[src/rtl/cu_module_pkg.sv]
// Shared definitions for the accumulator control unit slice.
// Holds the bus widths, the ALU opcode map, the flag bit positions,
// the instruction field layout, the FSM state encoding and the
// instruction classes produced by the decoder.
package cu_module_pkg;

    localparam int opsize    = 3;
    localparam int aluwidth  = 16;
    localparam int numflags  = 4;
    localparam int adlines   = 5;
    localparam int datalines = 16;

    // ALU opcode map (the ALU itself lives outside this block)
    localparam logic [opsize-1:0] ALU_AND  = 3'b000;
    localparam logic [opsize-1:0] ALU_OR   = 3'b001;
    localparam logic [opsize-1:0] ALU_XOR  = 3'b010;
    localparam logic [opsize-1:0] ALU_NOT  = 3'b011;
    localparam logic [opsize-1:0] ALU_SUB  = 3'b100;
    localparam logic [opsize-1:0] ALU_SHL  = 3'b101;
    localparam logic [opsize-1:0] ALU_ADD  = 3'b110;
    localparam logic [opsize-1:0] ALU_PASS = 3'b111;

    // Non-memory (M=0) opcodes
    localparam logic [opsize-1:0] OP_JZ    = 3'b001;
    localparam logic [opsize-1:0] OP_JMP   = 3'b010;
    localparam logic [opsize-1:0] OP_LOAD  = 3'b110;
    localparam logic [opsize-1:0] OP_STORE = 3'b111;

    // Flag bit positions within {V,C,N,Z}
    localparam int FLAG_Z = 0;
    localparam int FLAG_N = 1;
    localparam int FLAG_C = 2;
    localparam int FLAG_V = 3;

    // Instruction word layout
    localparam int IR_M_BIT   = 8;
    localparam int IR_ADDR_HI = 7;
    localparam int IR_ADDR_LO = 3;
    localparam int IR_OP_HI   = 2;
    localparam int IR_OP_LO   = 0;

    localparam logic [adlines-1:0] PC_RESET = 5'd1;

    typedef enum logic [3:0] {
        S_IDLE,
        S_FETCH,
        S_DECODE,
        S_OPREAD,
        S_EXEC,
        S_ST_SETUP,
        S_ST_WR,
        S_ST_HOLD,
        S_HALT
    } state_t;

    typedef enum logic [2:0] {
        I_NOP,
        I_HALT,
        I_LOAD,
        I_STORE,
        I_ALU,
        I_JMP,
        I_JZ
    } iclass_t;

endpackage

[src/rtl/cu_module_if.sv]
// Bus bundle between the control unit and its RAM/ALU neighbours.
//   master : control unit side (drives address, strobes, write data, ALU operands)
//   slave  : environment side (drives RAM read data, ALU result and flags)
interface cu_module_if;
    import cu_module_pkg::*;

    logic [opsize-1:0]    aluopcode;
    logic [aluwidth-1:0]  aluin1;
    logic [aluwidth-1:0]  aluin2;
    logic [aluwidth-1:0]  aluout;
    logic [numflags-1:0]  flags;
    logic [adlines-1:0]   addressbus;
    logic [datalines-1:0] fromram;
    logic [datalines-1:0] toram;
    logic                 read;
    logic                 write;

    modport master (
        output aluopcode, aluin1, aluin2, addressbus, toram, read, write,
        input  aluout, flags, fromram
    );

    modport slave (
        input  aluopcode, aluin1, aluin2, addressbus, toram, read, write,
        output aluout, flags, fromram
    );

endinterface

[src/rtl/cu_module_decode.sv]
// cu_decode: combinational classification of the low nine instruction bits.
//   ir_low : instruction bits [8:0] (M, addr, op)
//   iclass : HALT / LOAD / STORE / ALU / JMP / JZ / NOP
module cu_decode
    import cu_module_pkg::*;
(
    input  logic [IR_M_BIT:0] ir_low,
    output iclass_t           iclass
);

    logic [opsize-1:0] op;

    assign op = ir_low[IR_OP_HI:IR_OP_LO];

    always_comb begin
        iclass = I_NOP;
        if (ir_low == '0) begin
            iclass = I_HALT;
        end else if (ir_low[IR_M_BIT]) begin
            iclass = I_ALU;
        end else begin
            case (op)
                OP_LOAD:  iclass = I_LOAD;
                OP_STORE: iclass = I_STORE;
                OP_JMP:   iclass = I_JMP;
                OP_JZ:    iclass = I_JZ;
                default:  iclass = I_NOP;
            endcase
        end
    end

endmodule

[src/rtl/cu_module.sv]
// cu_module: multi-cycle accumulator control unit.
// Fetches from a level-sensitive RAM, drives a combinational ALU and
// sequences LOAD / STORE / ALU / JMP / JZ / NOP / HALT.
//   clk     : rising-edge clock
//   rst_n   : asynchronous active-low reset
//   enable  : run enable, sampled at instruction boundaries
//   halted  : high while in HALT
//   bus     : RAM address/data/strobes and ALU operands/result/flags
module cu_module
    import cu_module_pkg::*;
(
    input  logic        clk,
    input  logic        rst_n,
    input  logic        enable,
    output logic        halted,
    cu_module_if.master bus
);

    state_t               state;
    state_t               state_nx;
    iclass_t              iclass;
    logic [adlines-1:0]   pc;
    logic [datalines-1:0] ir;
    logic [aluwidth-1:0]  acc;
    logic [aluwidth-1:0]  mdr;
    logic [numflags-1:0]  flg;
    logic                 write_q;
    logic [adlines-1:0]   ir_addr;
    logic                 unused_bits;

    assign ir_addr = ir[IR_ADDR_HI:IR_ADDR_LO];

    // Upper instruction bits carry no meaning; only Z is consulted by JZ.
    assign unused_bits = ^{ir[datalines-1:IR_M_BIT+1], flg[numflags-1:1]};

    cu_decode u_decode (
        .ir_low (ir[IR_M_BIT:0]),
        .iclass (iclass)
    );

    always_ff @(posedge clk or negedge rst_n) begin
        if (!rst_n) begin
            state <= S_IDLE;
        end else begin
            state <= state_nx;
        end
    end

    always_comb begin
        state_nx = state;
        case (state)
            S_IDLE:     if (enable) state_nx = S_FETCH;
            S_FETCH:    state_nx = S_DECODE;
            S_DECODE: begin
                case (iclass)
                    I_HALT:        state_nx = S_HALT;
                    I_LOAD, I_ALU: state_nx = S_OPREAD;
                    I_STORE:       state_nx = S_ST_SETUP;
                    default:       state_nx = enable ? S_FETCH : S_IDLE;
                endcase
            end
            S_OPREAD:   state_nx = S_EXEC;
            S_EXEC:     state_nx = enable ? S_FETCH : S_IDLE;
            S_ST_SETUP: state_nx = S_ST_WR;
            S_ST_WR:    state_nx = S_ST_HOLD;
            S_ST_HOLD:  state_nx = enable ? S_FETCH : S_IDLE;
            S_HALT:     state_nx = S_HALT;
            default:    state_nx = S_IDLE;
        endcase
    end

    always_ff @(posedge clk or negedge rst_n) begin
        if (!rst_n) begin
            pc  <= PC_RESET;
            ir  <= '0;
            acc <= '0;
            mdr <= '0;
            flg <= '0;
        end else begin
            case (state)
                S_FETCH: begin
                    ir <= bus.fromram;
                    pc <= pc + 1'b1;
                end
                S_DECODE: begin
                    if (iclass == I_JMP || (iclass == I_JZ && flg[FLAG_Z])) begin
                        pc <= ir_addr;
                    end
                end
                S_OPREAD: mdr <= bus.fromram;
                S_EXEC: begin
                    // Only LOAD and ALU instructions reach EXEC.
                    if (iclass == I_ALU) begin
                        acc <= bus.aluout;
                        flg <= bus.flags;
                    end else begin
                        acc <= mdr;
                    end
                end
                default: ;
            endcase
        end
    end

    // The RAM writes while write is high, so the strobe comes straight
    // from a flop rather than a state decode that could glitch.
    always_ff @(posedge clk or negedge rst_n) begin
        if (!rst_n) begin
            write_q <= 1'b0;
        end else begin
            write_q <= (state_nx == S_ST_WR);
        end
    end

    always_comb begin
        bus.read       = 1'b0;
        bus.addressbus = '0;
        bus.toram      = '0;
        bus.aluopcode  = '0;
        case (state)
            S_FETCH: begin
                bus.read       = 1'b1;
                bus.addressbus = pc;
            end
            S_OPREAD: begin
                bus.read       = 1'b1;
                bus.addressbus = ir_addr;
            end
            S_EXEC: bus.aluopcode = ir[IR_OP_HI:IR_OP_LO];
            S_ST_SETUP, S_ST_WR, S_ST_HOLD: begin
                bus.addressbus = ir_addr;
                bus.toram      = acc;
            end
            default: ;
        endcase
    end

    assign bus.write  = write_q;
    assign bus.aluin1 = acc;
    assign bus.aluin2 = mdr;
    assign halted     = (state == S_HALT);

endmodule

[src/flat_wrapper.sv]
// flat-port wrapper written by rule: the top's interface ports become plain ports
module cu_module_flat import cu_module_pkg::*;
  (clk, rst_n, enable, halted, bus_aluopcode, bus_aluin1, bus_aluin2, bus_addressbus, bus_toram, bus_read, bus_write, bus_aluout, bus_flags, bus_fromram);
  cu_module_if bus_i ();
  input  logic clk;
  input  logic rst_n;
  input  logic enable;
  output logic halted;
  output wire logic [$bits(bus_i.aluopcode)-1:0] bus_aluopcode;
  output wire logic [$bits(bus_i.aluin1)-1:0] bus_aluin1;
  output wire logic [$bits(bus_i.aluin2)-1:0] bus_aluin2;
  output wire logic [$bits(bus_i.addressbus)-1:0] bus_addressbus;
  output wire logic [$bits(bus_i.toram)-1:0] bus_toram;
  output wire logic [$bits(bus_i.read)-1:0] bus_read;
  output wire logic [$bits(bus_i.write)-1:0] bus_write;
  input wire logic [$bits(bus_i.aluout)-1:0] bus_aluout;
  input wire logic [$bits(bus_i.flags)-1:0] bus_flags;
  input wire logic [$bits(bus_i.fromram)-1:0] bus_fromram;
  assign bus_aluopcode = bus_i.aluopcode;
  assign bus_aluin1 = bus_i.aluin1;
  assign bus_aluin2 = bus_i.aluin2;
  assign bus_addressbus = bus_i.addressbus;
  assign bus_toram = bus_i.toram;
  assign bus_read = bus_i.read;
  assign bus_write = bus_i.write;
  assign bus_i.aluout = bus_aluout;
  assign bus_i.flags = bus_flags;
  assign bus_i.fromram = bus_fromram;
  cu_module u_core (.clk(clk), .rst_n(rst_n), .enable(enable), .halted(halted), .bus(bus_i));
endmodule
[config.mk]
export PLATFORM = sky130hd
export DESIGN_NAME = cu_module_flat
export DESIGN_NICKNAME = d
export VERILOG_FILES = /design/src/rtl/cu_module_pkg.sv /design/src/rtl/cu_module_if.sv /design/src/rtl/cu_module_decode.sv /design/src/rtl/cu_module.sv /design/src/flat_wrapper.sv
export SDC_FILE = /design/constraint.sdc
export NUM_CORES = 1
export LEC_CHECK = 0
export BUFFER_PORTS_ARGS = -buffer_cell sky130_fd_sc_hd__buf_2
export CORE_UTILIZATION = 46
export CTS_BUF_LIST = sky130_fd_sc_hd__clkbuf_4
export CTS_CLUSTER_SIZE = 20
export DETAILED_ROUTE_END_ITERATION = 7
export HOLD_SLACK_MARGIN = 0.1
export PLACE_DENSITY = 0.75
export SYNTH_ARGS = -nofsm -noshare
export SYNTH_HDL_FRONTEND = slang
export SYNTH_SLANG_ARGS = --single-unit
[constraint.sdc]
create_clock -name clk -period 1.6 [get_ports clk]
set_input_delay 0.08 -clock clk [delete_from_list [all_inputs] [get_ports clk]]
set_output_delay 0.08 -clock clk [all_outputs]
set_load 0.02 [all_outputs]
* After elaboration in Yosys (flattened, before gate mapping)
Index checks and enable logic that the tools add are counted.
Word-level totals: bits in registers 52, logic and storage cells 54, latch bits 0, output and inout port bits 59, memory bits (read-only) 0, memory bits (writable) 0, input port bits 39, memories kept 0
Cells by class: $mul 0, $lt $le $gt $ge 0, div/mod/pow operators 0, bitwise logic cells 0, reductions and logical operators 12, equality and inequality tests 20, add/subtract/negate cells 1, shift-type cells 0, muxes and demuxes 14
Operators with widths (number):
- 16-bit 2-to-1 mux | 2
- 4-bit case mux with 8 select lines | 1
- 4-bit by 3-bit equality test with 1-bit output, second input constant | 5
- 5-bit case mux with 2 select lines | 2
- 3-bit equality test, second input constant | 5
- 3-bit case mux with 4 select lines | 1
- 4-bit case mux with 3 select lines | 1
- 3-bit by 2-bit equality test with 1-bit output, second input constant | 3
- 9-bit logical NOT | 1
- 3-bit 2-to-1 mux | 3
- 4-bit by 2-bit equality test with 1-bit output, second input constant | 2
- 3-bit by 1-bit equality test with 1-bit output, second input constant | 2
- 2-bit OR reduction | 3
- 5-bit by 1-bit adder with 5-bit output, second input constant | 1
- 5-bit 2-to-1 mux | 1
- 4-bit by 1-bit equality test with 1-bit output, second input constant | 1
- 4-bit equality test, second input constant | 1
- 4-bit logical NOT | 1
- 4-bit 2-to-1 mux | 1
- 2-bit AND reduction | 2
- 4-bit OR reduction | 1
- 3-bit OR reduction | 1
- 1-bit 2-to-1 mux | 2
- 2-bit by 1-bit inequality test with 1-bit output, second input constant | 1
- 3 further kinds | 3

* Logic depth before layout (Yosys ltp)
Gate-level depths: netlist of the first run.
word-level depth 9, gate-level depth with buffers 6, gate-level depth less buffers 5

* Hierarchy
A second synthesis of the first run with hierarchy kept.
Unflattened totals: cells, all modules 238, area total of the unflattened synthesis 2703.8 um^2
Modules (own cells, without submodules):
- cu_module | area an instance 2610.0 um^2, cells each 225, seq. area each 1302.5 um^2, times used 1
- cu_decode | area an instance 93.8 um^2, cells each 13, seq. area each 0.0 um^2, times used 1

* Worst setup path before layout of the first run
OpenSTA, ideal clock, no wires.
path kind register to register, from register u_core.state[0], to register u_core.state[3], arrival time 1.640 ns, cell stages (with the launch flop) 4, path slack -0.120 ns, period minus slack after synthesis 1.720 ns, library setup time 0.080 ns, buffers on the path 1, required time 1.520 ns, path through dfrtp_1 -> buf_2 -> nor4b_1 -> o21bai_1
On the way: elaborated cells on any way between the ends 11, those cells by class 8 x eq/ne; 1 x mux; 2 x reduce/logical
RTL lines:
- from (decl) | RTL line cu_module.sv:19 | state_t state;
- from (signal assigned) | RTL line cu_module.sv:45 | state <= state_nx;
- 4-bit equality test
- via halted | RTL line flat_wrapper.sv:8 | output logic halted;
- 4-bit case mux with 8 select lines | RTL line cu_module.sv:51 | case (state)
- via u_core.state_nx[3] | RTL line cu_module.sv:20 | state_t state_nx;
The timed path passes the listed nets, and every way through them passes these cells. A chain may end at the register's enable or synchronous reset.

* Final worst setup path of the first run
from register u_core.state[3], to output port bus_toram[2]
On the way: word-level cells in the longest chain between the ends 3, elaborated cells on any way between the ends 5, those cells by class 3 x eq/ne; 1 x mux; 1 x reduce/logical
Ends and longest elaborated chain:
- 4-bit by 3-bit equality test with 1-bit output | RTL line cu_module.sv:120 | case (state)
- 3-bit OR reduction (*) | RTL line cu_module.sv:120
- 16-bit 2-to-1 mux (*) | RTL line cu_module.sv:120
- to (decl) | RTL line flat_wrapper.sv:13 | output wire logic [$bits(bus_i.toram)-1:0] bus_toram;
Mark *: on every way between the ends. The rest lies on a longest branch, timed or not.

==> flow_metrics.tcl, run 1 <==
set metrics [dict create \
    syn-num-nets 277 \
    dieArea_sq_um 6060 \
    setup_slack_ns -0.230 \
    start_util 0.478 \
    n_antenna_cell 0 \
    grt_pass1_vias 2406 \
    reg2reg_depth 7 \
    failed_checks "setup timing" \
    crit_type "reg2out" \
    yosys_register_bits 52 \
    drcViolationCount 0 \
    ant_nets 0 \
    dp.final_hpwl_microns 4510 \
    place_area_sq_um 3280 \
    seq_area_sq_um 1310 \
    critPathRequiredTime_ns 1.52 \
    grt_max_degree 53 \
    synth_area_leaders "dfrtp_1, mux2_2, mux2i_1, a21oi_1, and2_1" \
    placement.io_buffers 94 \
    power_mw 8.52 \
    wl_per_cell_microns 15.8 \
    crit_fanout 16 \
    area_delta_synth_final_pct 56.5 \
    wirelength_microns 7470 \
    slew_headroom 0.780 \
    coreArea_sq_um 5540 \
    yosysTopAreaCell "dfrtp_1" \
    synth.most_common_cell "dfrtp_1" \
    ys_seq_area_frac 0.492 \
    cp.arrival_ns 1.75 \
    grt_pass1_wl_microns 11600 \
    final_util 0.748 \
    hold_path.class "in2async" \
    gp_congestion 0.786 \
    rrSetupSlack_ns -0.16 \
    die_y_microns 77.8 \
    gr-total-overflow 0 \
    synthArstFlopShare 1.00 \
    cts-root-buf "clkbuf_4" \
    synth_edf_count 0 \
    fp-row-count 27 \
    reg2reg_from "u_core.state[1]" \
    rr_endpoint "u_core.ir[0]" \
    fin_crit_ns 1.83 \
    fillers 380 \
    seqPwrFrac 0.305 \
    dr.pass1.iters 4 \
    syn_inst 237 \
    maxCapViolations 0 \
    peakVddDrop_mv 1.12 \
    synth_top_area_share 0.482 \
    stdcell_area_sq_um 4140 \
    worst_pin_slew_ns 0.327 \
    setup_violations 32 \
    clockBufferDepth 2 \
    antenna_found_initial 0 \
    power_switching_mw 3.67 \
    cellLeakagePower_nw 1.95 \
    dp_slack_ns 0.0408 \
    end_kind "output port" \
    switching_share 0.431 \
    critPathLaunchType "flip-flop" \
    clk_pin_slew_ns 0.16 \
    syn_area_per_cell_sq_um 11.2 \
    intPower_mw 4.85 \
    ys.flop_type "dfrtp_1" \
    h-tree-depth 2 \
    fin_skew_ns 0.00923 \
    die_x_microns 77.8 \
    clkPwrFrac 0.092 \
    max_freq_mhz 547 \
    io_pins 98 \
    cts_tree "built" \
    syn_area_sq_um 2650 \
    yosysUniqueCellTypes 46 \
    finalHoldViolations 0 \
    status "complete, but fails checks" \
    vias_per_cell 5.25 \
    combPwrFrac 0.602 \
    yosysWarnings 0 \
    multi_input_area_sq_um 1350 \
    numCtsBuffers 5 \
    drive_gt1_frac 0.505 \
    finalMaxSlewViolations 0 \
    min_period_over_period 1.14 \
    drt_iter0_drc 104 \
    power_density_nw_per_um2 2060 \
    clock_latency_ns 0.39 \
    track_usage 0.250 \
    fin_nets 439 \
    vias 2478 \
    synth_common_cells "dfrtp_1, a21oi_1, nor2_1, mux2_2, and2_1" \
    clkSinkCount 52 \
    rsz0062_at_grt "true" \
]
## cell type report
type                       count  area share
clock buffer                   5     0.00906
clock inverter                 3      0.0112
inverter                       2     0.00181
multi-input combinational    168       0.325
sequential                    52       0.316
tap                           72      0.0217
timing repair buffer         170       0.316
## worst max-delay path by stage
stage          slack, ns  cells past startpoint            start           endpoint
2_1_floorplan       0.09                      5     u_core.pc[0]       u_core.pc[4]
3_3_place_gp        0.06                      5     u_core.ir[1]       u_core.pc[0]
3_5_place_dp        0.04                      5     u_core.pc[0]       u_core.pc[4]
4_1_cts            -0.25                      6  u_core.state[1]  bus_addressbus[0]
5_1_grt            -0.33                      6  u_core.state[3]       bus_toram[8]
6_report           -0.23                      6  u_core.state[3]       bus_toram[2]
## metal layers
metal	wire, microns	up-vias	track usage
met5	0	-	0
met4	89	0	0.0698
met3	287	9	0.0412
met2	4130	64	0.460
met1	2960	1227	0.297
li1	-	1178	-
## cell usage in the layout (no fill, tap or decap), types with 2 or more instances in the layout
cell type       n
nor4b_4         2
nand3_1         4
and2_4          2
nand2b_4        2
buf_2          85
o21ai_1         2
o21bai_1        2
buf_12          4
nand2_1         6
a31oi_1         2
mux2i_1        17
and2_1         17
nand2_2         2
nand3b_1        3
or3b_4          2
o21ai_2         3
buf_4          22
o21ai_0         4
nor2_2          2
a21oi_1        22
nor2_1         22
dfrtp_2         4
dlygate4sd3_1  35
buf_6          22
a22o_1          5
a311oi_1        2
mux2_4          8
mux2_2         16
clkbuf_4        5
dfrtp_1        47
a21oi_2         2
nor3_4          2
## flip-flops by register name (all words and copies together), names as in the netlist
name,cells
u_core.bus.aluin1,16
u_core.bus.aluin2,16
u_core.ir,9
u_core.pc,5
u_core.state,4
u_core.bus.write,1
u_core.flg,1
## through the flow
| step | cells | TNS, ns | hold slack (ns) |
|---|---|---|---|
| after global routing | 472 | -8.30 | 0.192 |
| after CTS | 458 | -4.71 | 0.195 |
| after global placement | 405 | 0 | 0.0937 |
| final | 472 | -5.48 | 0.168 |
| after floorplan | 237 | 0 | -0.216 |
| after detailed placement | 405 | 0 | 0.0942 |
## power groups by stage
stage / combinational [mW] / sequential, mW / clock [mW]
after global placement: 3.95 / 2.54 / 0
after detailed placement: 4.05 / 2.58 / 0
after floorplan: 2.41 / 2.89 / 0
final: 5.13 / 2.60 / 0.788
after global routing: 5.46 / 2.70 / 0.855
after CTS: 4.53 / 2.55 / 0.792
## cells by family after synthesis
family	count (synthesis)	synth area share
flops	52	0.492
compound gates	51	0.127
xor+xnor	1	0.00331
fa+ha+maj	1	0.00473
simple gates	74	0.166
buf+inv	17	0.0397
mux	41	0.166
## repair_timing
action                                 in CTS  in global routing
hold buffers                               35                  0
buffers inserted                           10                 14
pin swaps                                   8                 13
endpoints found under the hold margin      95                  0
setup endpoints to repair                  26                 52
gates cloned                                0                  1
gates resized for setup                    31                 39
## critical path: stages, from the launching register on
cell      delay [ns]
dfrtp_1         0.44
buf_6           0.13
nand2b_4        0.15
nor2_2          0.15
buf_6           0.18
and2_1          0.14
buf_2           0.16
Power figures use the tool's default switching activity.
==> run 2: changes to the inputs <==
--- a/config.mk
+++ b/config.mk
@@ -6,12 +6,13 @@
 export NUM_CORES = 1
 export LEC_CHECK = 0
 export BUFFER_PORTS_ARGS = -buffer_cell sky130_fd_sc_hd__buf_2
-export CORE_UTILIZATION = 46
+export CORE_UTILIZATION = 51
 export CTS_BUF_LIST = sky130_fd_sc_hd__clkbuf_4
 export CTS_CLUSTER_SIZE = 20
 export DETAILED_ROUTE_END_ITERATION = 7
 export HOLD_SLACK_MARGIN = 0.1
-export PLACE_DENSITY = 0.75
+export PLACE_DENSITY = 0.79
+export REMOVE_ABC_BUFFERS = 1
 export SYNTH_ARGS = -nofsm -noshare
 export SYNTH_HDL_FRONTEND = slang
 export SYNTH_SLANG_ARGS = --single-unit
==> constraint.sdc (replaced) <==
create_clock -name clk -period 1.82 [get_ports clk]
set_input_delay 0.091 -clock clk [delete_from_list [all_inputs] [get_ports clk]]
set_output_delay 0.091 -clock clk [all_outputs]
set_load 0.02 [all_outputs]
==> flow_metrics.tcl, run 2 (synthesis gave the netlist of run 1 again) <==
set metrics [dict create \
    status "finished clean" \
    numCtsBuffers 5 \
    slew_headroom 0.660 \
    cp.arrival_ns 1.65 \
    reg2reg_depth 5 \
    rrSetupSlack_ns 0.15 \
    holdWs_ns 0.192 \
    critPathLaunchType "flip-flop" \
    area_delta_synth_final_pct 40.5 \
    setup_violations 0 \
    wl_per_cell_microns 14.9 \
    fin_crit_ns 1.74 \
    start_util 0.546 \
    mostFrequentLayoutCell "buf_2" \
    seqPwrFrac 0.351 \
    clkSinkCount 52 \
    clkPwrFrac 0.078 \
    clockBufferDepth 2 \
    final_util 0.767 \
    die_x_microns 74.0 \
    grt_pass1_wl_microns 10400 \
    clk_pin_slew_ns 0.16 \
    vias 2365 \
    crit_fanout 5 \
    n_antenna_cell 0 \
    drt_iter0_drc 116 \
    peakVddDrop_mv 1.02 \
    crit_type "reg2out" \
    io_pins 98 \
    grt_max_degree 32 \
    rsz0062_at_grt "false" \
    clock_latency_ns 0.38 \
    grt_pass1_vias 2309 \
    combPwrFrac 0.571 \
    max_freq_mhz 574 \
    hold_path.class "in2async" \
    dp.final_hpwl_microns 4280 \
    finalHoldViolations 0 \
    maxCapViolations 0 \
    fin_skew_ns 0.0220 \
    h-tree-depth 2 \
    layout.cells.non_filler 446 \
    cp_slowest_cell "dfrtp_1" \
    rr_endpoint "u_core.pc[4]" \
    critPathRequiredTime_ns 1.73 \
    fp-row-count 25 \
    coreArea_sq_um 4850 \
    drive_gt1_frac 0.438 \
    switching_share 0.449 \
    finalMaxSlewViolations 0 \
    min_period_over_period 0.958 \
    power_mw 6.44 \
    die_y_microns 74.0 \
    cts-root-buf "clkbuf_4" \
    cp_slowest_stage_delay_ns 0.41 \
    antenna_found_initial 0 \
    intPower_mw 3.55 \
    power_switching_mw 2.89 \
    final_cell_mix "buf_2, dfrtp_1, dlygate4sd3_1" \
    worst_pin_slew_ns 0.510 \
    cts_tree "built" \
    drcViolationCount 0 \
    power_density_nw_per_um2 1730 \
    ant_nets 0 \
    cellLeakagePower_nw 1.76 \
    wirelength_microns 6670 \
    placement.io_buffers 94 \
    dr.pass1.iters 4 \
    gr-total-overflow 0 \
    dieArea_sq_um 5480 \
    gp_congestion 0.842 \
    vias_per_cell 5.30 \
    dp_slack_ns 0.166 \
    setup_slack_ns 0.0772 \
    placedCellCount 395 \
    reg2reg_from "u_core.pc[0]" \
    track_usage 0.253 \
    crit_chain "buf_6, nand2b_4, nor2_2, or2_4, a22o_1, buf_2" \
    end_kind "output port" \
    fin_nets 419 \
]
## run 2: changes by cell type in the layout (fill, tap and decap cells not counted), moves of 4 or more
cell / change
o21ai_0: +4
buf_2: +9
buf_6: -20
buf_4: -5
mux2_2: +7
mux2_4: -8
## run 2: final cells by class
class | count | area, sq um
Sequential cell | 52 | 1310
Multi-Input combinational cell | 168 | 1260
Fill cell | 333 | 1130
Timing Repair Buffer | 150 | 1010
Tap cell | 67 | 83.8
Clock buffer | 5 | 37.5
Clock inverter | 2 | 12.5
Inverter | 2 | 7.51
## run 2: through the flow
step	setup TNS (ns)	instance area, sq um
after floorplan	-0.104	2550
after global placement	0	3220
after detailed placement	0	3220
after CTS	0	3670
after global routing	0	3720
final	0	3720
## run 2: critical path: cells and delay by family (launching register included)
family | cells | cell delay [ns]
AO/OA/AOI/OAI | 1 | 0.19
buffers and inverters | 2 | 0.30
flip-flops | 1 | 0.41
AND/OR/NAND/NOR | 3 | 0.41
## run 2: routing by layer
layer,wire length [microns],GRT usage,vias to the layer above
met5,0,0,-
met4,77,0.0876,0
met3,369,0.0569,9
met2,3370,0.449,90
met1,2850,0.302,1139
li1,-,-,1127
## run 2: worst max-delay path by stage
stage | slack, ns | to | startpoint
6_report | 0.08 | bus_addressbus[0] | u_core.state[2]
5_1_grt | 0.0002 | bus_addressbus[0] | u_core.state[0]
4_1_cts | 0.001 | bus_addressbus[0] | u_core.state[2]
3_5_place_dp | 0.17 | u_core.ir[2] | u_core.state[0]
3_3_place_gp | 0.22 | u_core.ir[6] | u_core.state[0]
2_1_floorplan | -0.10 | u_core.flg[0] | u_core.state[2]
## run 2: power by group through the flow
stage               sequential (mW)  clock, mW  combinational (mW)
detailed placement             2.30          0                3.39
global placement               2.27          0                3.32
finish                         2.26      0.500                3.68
CTS                            2.24      0.512                3.61
floorplan                      2.71          0                1.81
global route                   2.35      0.554                3.98
## run 2: what timing repair did
action | in CTS | in global routing
gates resized for setup | 3 | 5
endpoints found under the setup margin | 22 | 22
hold endpoints to repair | 94 | 0
pin swaps | 0 | 1
hold buffers | 35 | 0
buffers inserted | 6 | 3
